--- src/rtl/flag_ctrl_pkg.sv ---
// Shared types and sizing for the flag controller.
// FLAG_NEST_EN selects a 4-deep shadow stack; otherwise a single shadow entry.
package flag_ctrl_pkg;

`ifdef FLAG_NEST_EN
    localparam int unsigned SHAD_DEPTH = 4;
`else
    localparam int unsigned SHAD_DEPTH = 1;
`endif

    localparam int unsigned DEPTH_W = 3;

    typedef enum logic {
        NORMAL = 1'b0,
        ISR    = 1'b1
    } state_t;

    typedef struct packed {
        logic c;
        logic z;
        logic i;
    } flag_t;

endpackage

--- src/rtl/flag_shadow_stack.sv ---
// LIFO of saved flag sets; SHAD_DEPTH entries (4 with FLAG_NEST_EN, else 1).
// dout always presents the most recently pushed entry.
module flag_shadow_stack
    import flag_ctrl_pkg::*;
(
    input  logic               clk,
    input  logic               rst,
    input  logic               push,
    input  logic               pop,
    input  flag_t              din,
    output flag_t              dout,
    output logic [DEPTH_W-1:0] depth,
    output logic               full,
    output logic               empty
);

    generate
        if (SHAD_DEPTH == 1) begin : g_single
            flag_t entry_q;
            logic  valid_q;

            always_ff @(posedge clk or posedge rst) begin
                if (rst) begin
                    entry_q <= '0;
                    valid_q <= 1'b0;
                end else if (push && !valid_q) begin
                    entry_q <= din;
                    valid_q <= 1'b1;
                end else if (pop && valid_q) begin
                    valid_q <= 1'b0;
                end
            end

            // Upper depth bits are structurally zero in the single-entry build.
            assign depth = DEPTH_W'(valid_q);
            assign dout  = entry_q;
            assign full  = valid_q;
            assign empty = !valid_q;
        end else begin : g_multi
            localparam int unsigned IDX_W = $clog2(SHAD_DEPTH);

            flag_t              mem_q [SHAD_DEPTH];
            logic [DEPTH_W-1:0] cnt_q;

            always_ff @(posedge clk or posedge rst) begin
                if (rst) begin
                    for (int unsigned k = 0; k < SHAD_DEPTH; k++) begin
                        mem_q[IDX_W'(k)] <= '0;
                    end
                    cnt_q <= '0;
                end else if (push && !full) begin
                    mem_q[IDX_W'(cnt_q)] <= din;
                    cnt_q                <= cnt_q + DEPTH_W'(1);
                end else if (pop && !empty) begin
                    cnt_q <= cnt_q - DEPTH_W'(1);
                end
            end

            assign depth = cnt_q;
            assign dout  = mem_q[IDX_W'(cnt_q - DEPTH_W'(1))];
            assign full  = (cnt_q == DEPTH_W'(SHAD_DEPTH));
            assign empty = (cnt_q == '0);
        end
    endgenerate

endmodule

--- src/rtl/flag_ctrl.sv ---
// Architectural C/Z/I flags with interrupt save/restore through a shadow stack.
// Nesting depth is 4 when FLAG_NEST_EN is defined, otherwise 1.
module flag_ctrl
    import flag_ctrl_pkg::*;
(
    input  logic               clk,
    input  logic               rst,
    input  logic               alu_c,
    input  logic               alu_z,
    input  logic               c_ld,
    input  logic               z_ld,
    input  logic               c_set,
    input  logic               c_clr,
    input  logic               i_set,
    input  logic               i_clr,
    input  logic               int_ack,
    input  logic               reti,
    input  logic               reti_ie,
    output logic               c_flag,
    output logic               z_flag,
    output logic               i_flag,
    output logic               in_isr,
    output logic [DEPTH_W-1:0] depth,
    output logic               nest_err
);

    state_t state_q, state_d;
    flag_t  flags_q, flags_d;
    logic   err_q, err_d;

    logic   push, pop;
    flag_t  shadow_top;
    logic   shadow_full, shadow_empty;
    logic   unused_shadow_i;

    flag_shadow_stack u_stack (
        .clk   (clk),
        .rst   (rst),
        .push  (push),
        .pop   (pop),
        .din   (flags_q),
        .dout  (shadow_top),
        .depth (depth),
        .full  (shadow_full),
        .empty (shadow_empty)
    );

    // The saved I bit is kept for completeness; reti sets I from reti_ie.
    assign unused_shadow_i = shadow_top.i;

    always_ff @(posedge clk or posedge rst) begin
        if (rst) begin
            state_q <= NORMAL;
            flags_q <= '0;
            err_q   <= 1'b0;
        end else begin
            state_q <= state_d;
            flags_q <= flags_d;
            err_q   <= err_d;
        end
    end

    // One action per cycle: reti > int_ack > flag set/clr/load.
    always_comb begin
        state_d = state_q;
        flags_d = flags_q;
        err_d   = err_q;
        push    = 1'b0;
        pop     = 1'b0;

        if (reti) begin
            if (!shadow_empty) begin
                pop       = 1'b1;
                flags_d.c = shadow_top.c;
                flags_d.z = shadow_top.z;
                flags_d.i = reti_ie;
                if (depth == DEPTH_W'(1)) begin
                    state_d = NORMAL;
                end
            end else begin
                err_d = 1'b1;
            end
        end else if (int_ack) begin
            flags_d.i = 1'b0;
            if (!shadow_full) begin
                push    = 1'b1;
                state_d = ISR;
            end else begin
                err_d = 1'b1;
            end
        end else begin
            if (c_set) begin
                flags_d.c = 1'b1;
            end else if (c_clr) begin
                flags_d.c = 1'b0;
            end else if (c_ld) begin
                flags_d.c = alu_c;
            end

            if (z_ld) begin
                flags_d.z = alu_z;
            end

            if (i_set) begin
                flags_d.i = 1'b1;
            end else if (i_clr) begin
                flags_d.i = 1'b0;
            end
        end
    end

    assign c_flag   = flags_q.c;
    assign z_flag   = flags_q.z;
    assign i_flag   = flags_q.i;
    assign nest_err = err_q;
    assign in_isr   = (state_q == ISR);

endmodule
--- config.mk ---
export PLATFORM = sky130hd
export DESIGN_NAME = flag_ctrl
export DESIGN_NICKNAME = d
export VERILOG_FILES = /design/src/rtl/flag_ctrl_pkg.sv /design/src/rtl/flag_shadow_stack.sv /design/src/rtl/flag_ctrl.sv
export SDC_FILE = /design/constraint.sdc
export NUM_CORES = 1
export LEC_CHECK = 0
export ABC_AREA = 1
export BUFFER_PORTS_ARGS = -buffer_cell sky130_fd_sc_hd__clkbuf_2
export CORE_AREA = 3 3 40 42
export CTS_CLUSTER_DIAMETER = 100
export DETAILED_ROUTE_END_ITERATION = 12
export DIE_AREA = 0 0 43 45
export GPL_ROUTABILITY_DRIVEN = 0
export PLACE_DENSITY = 0.71
export SLEW_MARGIN = 20
export SYNTH_ARGS = -nofsm -noshare
export SYNTH_HDL_FRONTEND = slang
export SYNTH_SLANG_ARGS = --single-unit
--- constraint.sdc ---
create_clock -name clk -period 1.35 [get_ports clk]
set_clock_uncertainty 0.05 [all_clocks]
set_input_delay 0.135 -clock clk [delete_from_list [all_inputs] [get_ports clk]]
set_output_delay 0.135 -clock clk [all_outputs]
set_load 0.02 [all_outputs]
-- Word level (Yosys, flattened, before mapping)
Cells that the tools add are included.
- word-level logic and storage cells: 50
- register bits after elaboration: 8
- equal/unequal tests: 4
- multiplexer cells: 24
- reductions and logical operators: 14
- operator list (cell ; number):
    $mux W1 ; 21
    $reduce_and A3 Y1 ; 4
    $reduce_bool A2 Y1 ; 4
    $reduce_bool A4 Y1 ; 2
    $mux W3 ; 2
    $ne A2 B1 Y1 const B ; 2
    $ne A2 B2 Y1 const B ; 2
    $logic_and A1 B1 Y1 ; 2
    $mux W2 ; 1
    $reduce_and A2 Y1 ; 1
    $logic_not A1 Y1 ; 1

-- Logic depth before layout (Yosys ltp)
- word-level depth: 5
- mapped depth: 8

-- Cells and area by module
A second synthesis with hierarchy kept.
- cells, all modules: 76
- area, all modules: 565.5 um^2
- modules (own cells, without submodules) (module ; seq. area each (um^2) ; area each (um^2) ; instances ; cells an instance):
    flag_ctrl ; 125.1 ; 382.9 ; 1 ; 55
    flag_shadow_stack ; 100.1 ; 182.7 ; 1 ; 21

-- Worst setup path after synthesis
OpenSTA, ideal clock, no wires.
- kind: register -> register
- start point: register u_stack.g_single.valid_q (netlist: u_stack.full)
- end point: register state_q (netlist: in_isr)
- setup slack: 0.222 ns
- data arrival time: 0.965 ns
- period minus slack after synthesis: 1.128 ns
- cell stages (with the launch flop): 6
- cells stage by stage: dfrtp_1 -> inv_1 -> ha_1 -> a21oi_1 -> a21o_1 -> inv_1
- cells in the longest elaborated chain, start to end: 2
- RTL lines (item ; line ; source):
    start, declared ; flag_shadow_stack.sv:20 ; logic valid_q;
    start signal, assigned ; flag_shadow_stack.sv:25 ; valid_q <= 1'b0;
    start signal, assigned ; flag_shadow_stack.sv:28 ; valid_q <= 1'b1;
    start signal, assigned ; flag_shadow_stack.sv:30 ; valid_q <= 1'b0;
    $ne A2 B1 Y1 (no line) / $ne A2 B2 Y1 (equally long branches) ; - ;
    $reduce_and A3 Y1 (no line) * ; - ;
    end signal, assigned ; flag_ctrl.sv:57 ; state_q <= state_d;
    end, declared ; flag_ctrl.sv:27 ; state_t state_q, state_d;
Every way passes the cells marked *; elsewhere a longest branch is shown, timed or not.
A chain may end at the register's enable or synchronous reset.

-- Final worst setup path
Same ends and word-level chain as after synthesis.

==> results.sh <==
export IMPL_start_kind="flip-flop"
export IMPL_dp_hpwl_um=811
export IMPL_grt_pass1_vias=423
export IMPL_io_pin_count=21
export IMPL_drc=0
export IMPL_cts_buffer_depth=2
export IMPL_clock_sinks=8
export IMPL_clock_fmax_mhz=832
export IMPL_cts_max_level=1
export IMPL_layout_drive_gt1_share_pct=34.9
export IMPL_synth_simple_gate_area_share_pct=29.0
export IMPL_layout_common_cells="19 x nand2_1, 18 x clkbuf_2, 8 x inv_1, 8 x dfrtp_1"
export IMPL_drt_iter0_markers=1
export IMPL_clk_pin_slew_ps=50
export IMPL_wire_per_inst_um=9.33
export IMPL_worstSetupPathType="reg -> reg"
export IMPL_powerDensity_nw_per_um2=1100
export IMPL_dpl_cell_count=97
export IMPL_syn2layout_area_growth_pct=24.2
export IMPL_synth_distinct_cells=20
export IMPL_vias=425
export IMPL_synth_top_cell_area_share_pct=40.7
export IMPL_worstReg2RegEnd="in_isr"
export IMPL_syn_cell_area_um2=492
export IMPL_row_count=13
export IMPL_status="finished clean"
export IMPL_drv_cap=0
export IMPL_post_cts_buffers=0
export IMPL_whs_path_depth=3
export IMPL_synth_compound_area_share_pct=11.2
export IMPL_die_y_um=45
export IMPL_grt_max_degree=9
export IMPL_ys_dominant_reg_cell="dfrtp_1"
export IMPL_cts_tree="built"
export IMPL_synthesis_instances=66
export IMPL_viasPerCell=4.21
export IMPL_seq_area_frac_synth_pct=40.7
export IMPL_p_leak_nw=0.365
export IMPL_cts_buffers=3
export IMPL_die_x_um=43
export IMPL_clock_latency_ps=250
export IMPL_hp_class="in -> reg"
export IMPL_drtAntennaViolNets=0
export IMPL_rr_startpoint="u_stack.full"
export IMPL_synth_adder_area_share_pct=2.54
export IMPL_grt_pass1_wl_um=1750
export IMPL_synth_mux_area_share_pct=0
export IMPL_vdd_drop_max_uv=635
export IMPL_yosys_warnings=0
export IMPL_hp_start="alu_z"
export IMPL_synth_top_family_by_area="simple AND/OR/NAND/NOR gates"
export IMPL_setup_viol=0
export IMPL_grt_ovfl_total=0
export IMPL_antenna_cells=0
export IMPL_r2r_cells=5
export IMPL_port_buffers=18
export IMPL_totalWireLength_um=942
export IMPL_grt_setup_unrepaired="no"
export IMPL_hold_viol=0
export IMPL_dr_pass1_iters=2
export IMPL_fillerInstances=142
export IMPL_cp_required_ps=1440
export IMPL_fin_nets=102
export IMPL_core_area_um2=1280
export IMPL_synth_edff_count=0
export IMPL_min_period_over_period_pct=89.0
export IMPL_critPathMaxFanout=5
export IMPL_die_area_um2=1940
export IMPL_arrival_ps=1290
export IMPL_synth_xor_area_share_pct=0
export IMPL_track_usage_pct=12.0
export IMPL_yosys_top_cells_area="dfrtp_1 41%, nand2_1 15%, inv_1 6.9%"
export IMPL_synth_async_reset_ratio_pct=100
export IMPL_avgSynthCellArea_um2=7.45
export IMPL_final_cell_count_no_fill=101
export IMPL_r2r_slack_ps=150
export IMPL_holdPathEnd="z_flag"
export IMPL_maxSlewViolCount=0
export IMPL_final_common_cell="nand2_1"
export IMPL_min_period_ps=1200
export IMPL_final_setup_tns_ps=0
export IMPL_start_util_pct=38.3
export IMPL_end_kind="flip-flop"
export IMPL_root_buffer="clkbuf_4"
export IMPL_synth_seq_cells=8
export IMPL_yosys_area_top_type="dfrtp_1"
export IMPL_antenna_found_initial=0
[final cells by class]
type	instances	area (µm²)	area share (%)
multi-input combinational	44	218	35.7
sequential	8	200	32.8
timing repair buffer	20	108	17.6
inverter	11	43.8	7.17
clock buffer	3	22.5	3.69
tap	15	18.8	3.07
[layer usage]
metal | share of wire [%] | up-vias | global-route usage (%)
met2 | 48 | 8 | 18.9
met5 | 0 | - | 0
met1 | 46 | 177 | 16.7
met3 | 4.7 | 2 | 1.20
met4 | 1.6 | 0 | 5.42
li1 | - | 238 | -
[cells by family after synthesis]
kind of cell / Yosys count
AND/OR/NAND/NOR: 32
buffers and inverters: 15
AO/OA/AOI/OAI: 9
flip-flops: 8
adder cells (fa/ha/maj): 1
other: 1
[report_power, final]
| group | total (mW) | internal (mW) | switching [mW] |
|---|---|---|---|
| Clock | 0.176 | 0.101 | 0.0743 |
| Combinational | 0.192 | 0.0740 | 0.118 |
| Sequential | 0.305 | 0.281 | 0.0246 |
[flip-flops by register name, summed over array words and instances (netlist names)]
register,cells
c_flag,1
z_flag,1
u_stack.dout,2
u_stack.full,1
in_isr,1
i_flag,1
nest_err,1
[synth_stat cells, types with 2 or more instances]
| master | n |
|---|---|
| a21boi_0 | 2 |
| a21oi_1 | 2 |
| inv_1 | 9 |
| o21ai_1 | 2 |
| nor2_1 | 4 |
| dfrtp_1 | 8 |
| nand3_1 | 4 |
| nor2_2 | 3 |
| nand2_1 | 19 |
| buf_4 | 3 |
[how the worst max path moves through the flow]
stage,startpoint,endpoint,cells past startpoint
after floorplan,u_stack.full,in_isr,5
after global placement,u_stack.full,in_isr,5
after detailed placement,u_stack.full,in_isr,5
after CTS,u_stack.full,in_isr,5
after global routing,u_stack.full,in_isr,5
final,u_stack.full,in_isr,5
[timing repair]
action | in CTS | in global routing
hold buffers | 1 | 0
endpoints found under the hold margin | 8 | 0
setup endpoints to repair | 0 | 1
resized for setup | 0 | 1
[critical path: stages, from the launching register on]
cell	delay [ps]
dfrtp_1	370
inv_2	70
ha_1	300
a21oi_1	160
a21o_1	100
inv_1	40
[stage by stage]
stage               utilization (%)  hold slack [ps]  worst slack (ps)  power (mW)  cell area [µm²]
floorplan                         -            -99.3               222       0.443              495
global placement               45.0             21.1               204       0.496              578
detailed placement             45.0             20.8               123       0.501              578
CTS                            47.5              130               113       0.685              611
global route                   47.5              164              47.5       0.731              611
finish                         47.5              136               148       0.673              611
Power figures use the tool's default switching activity.
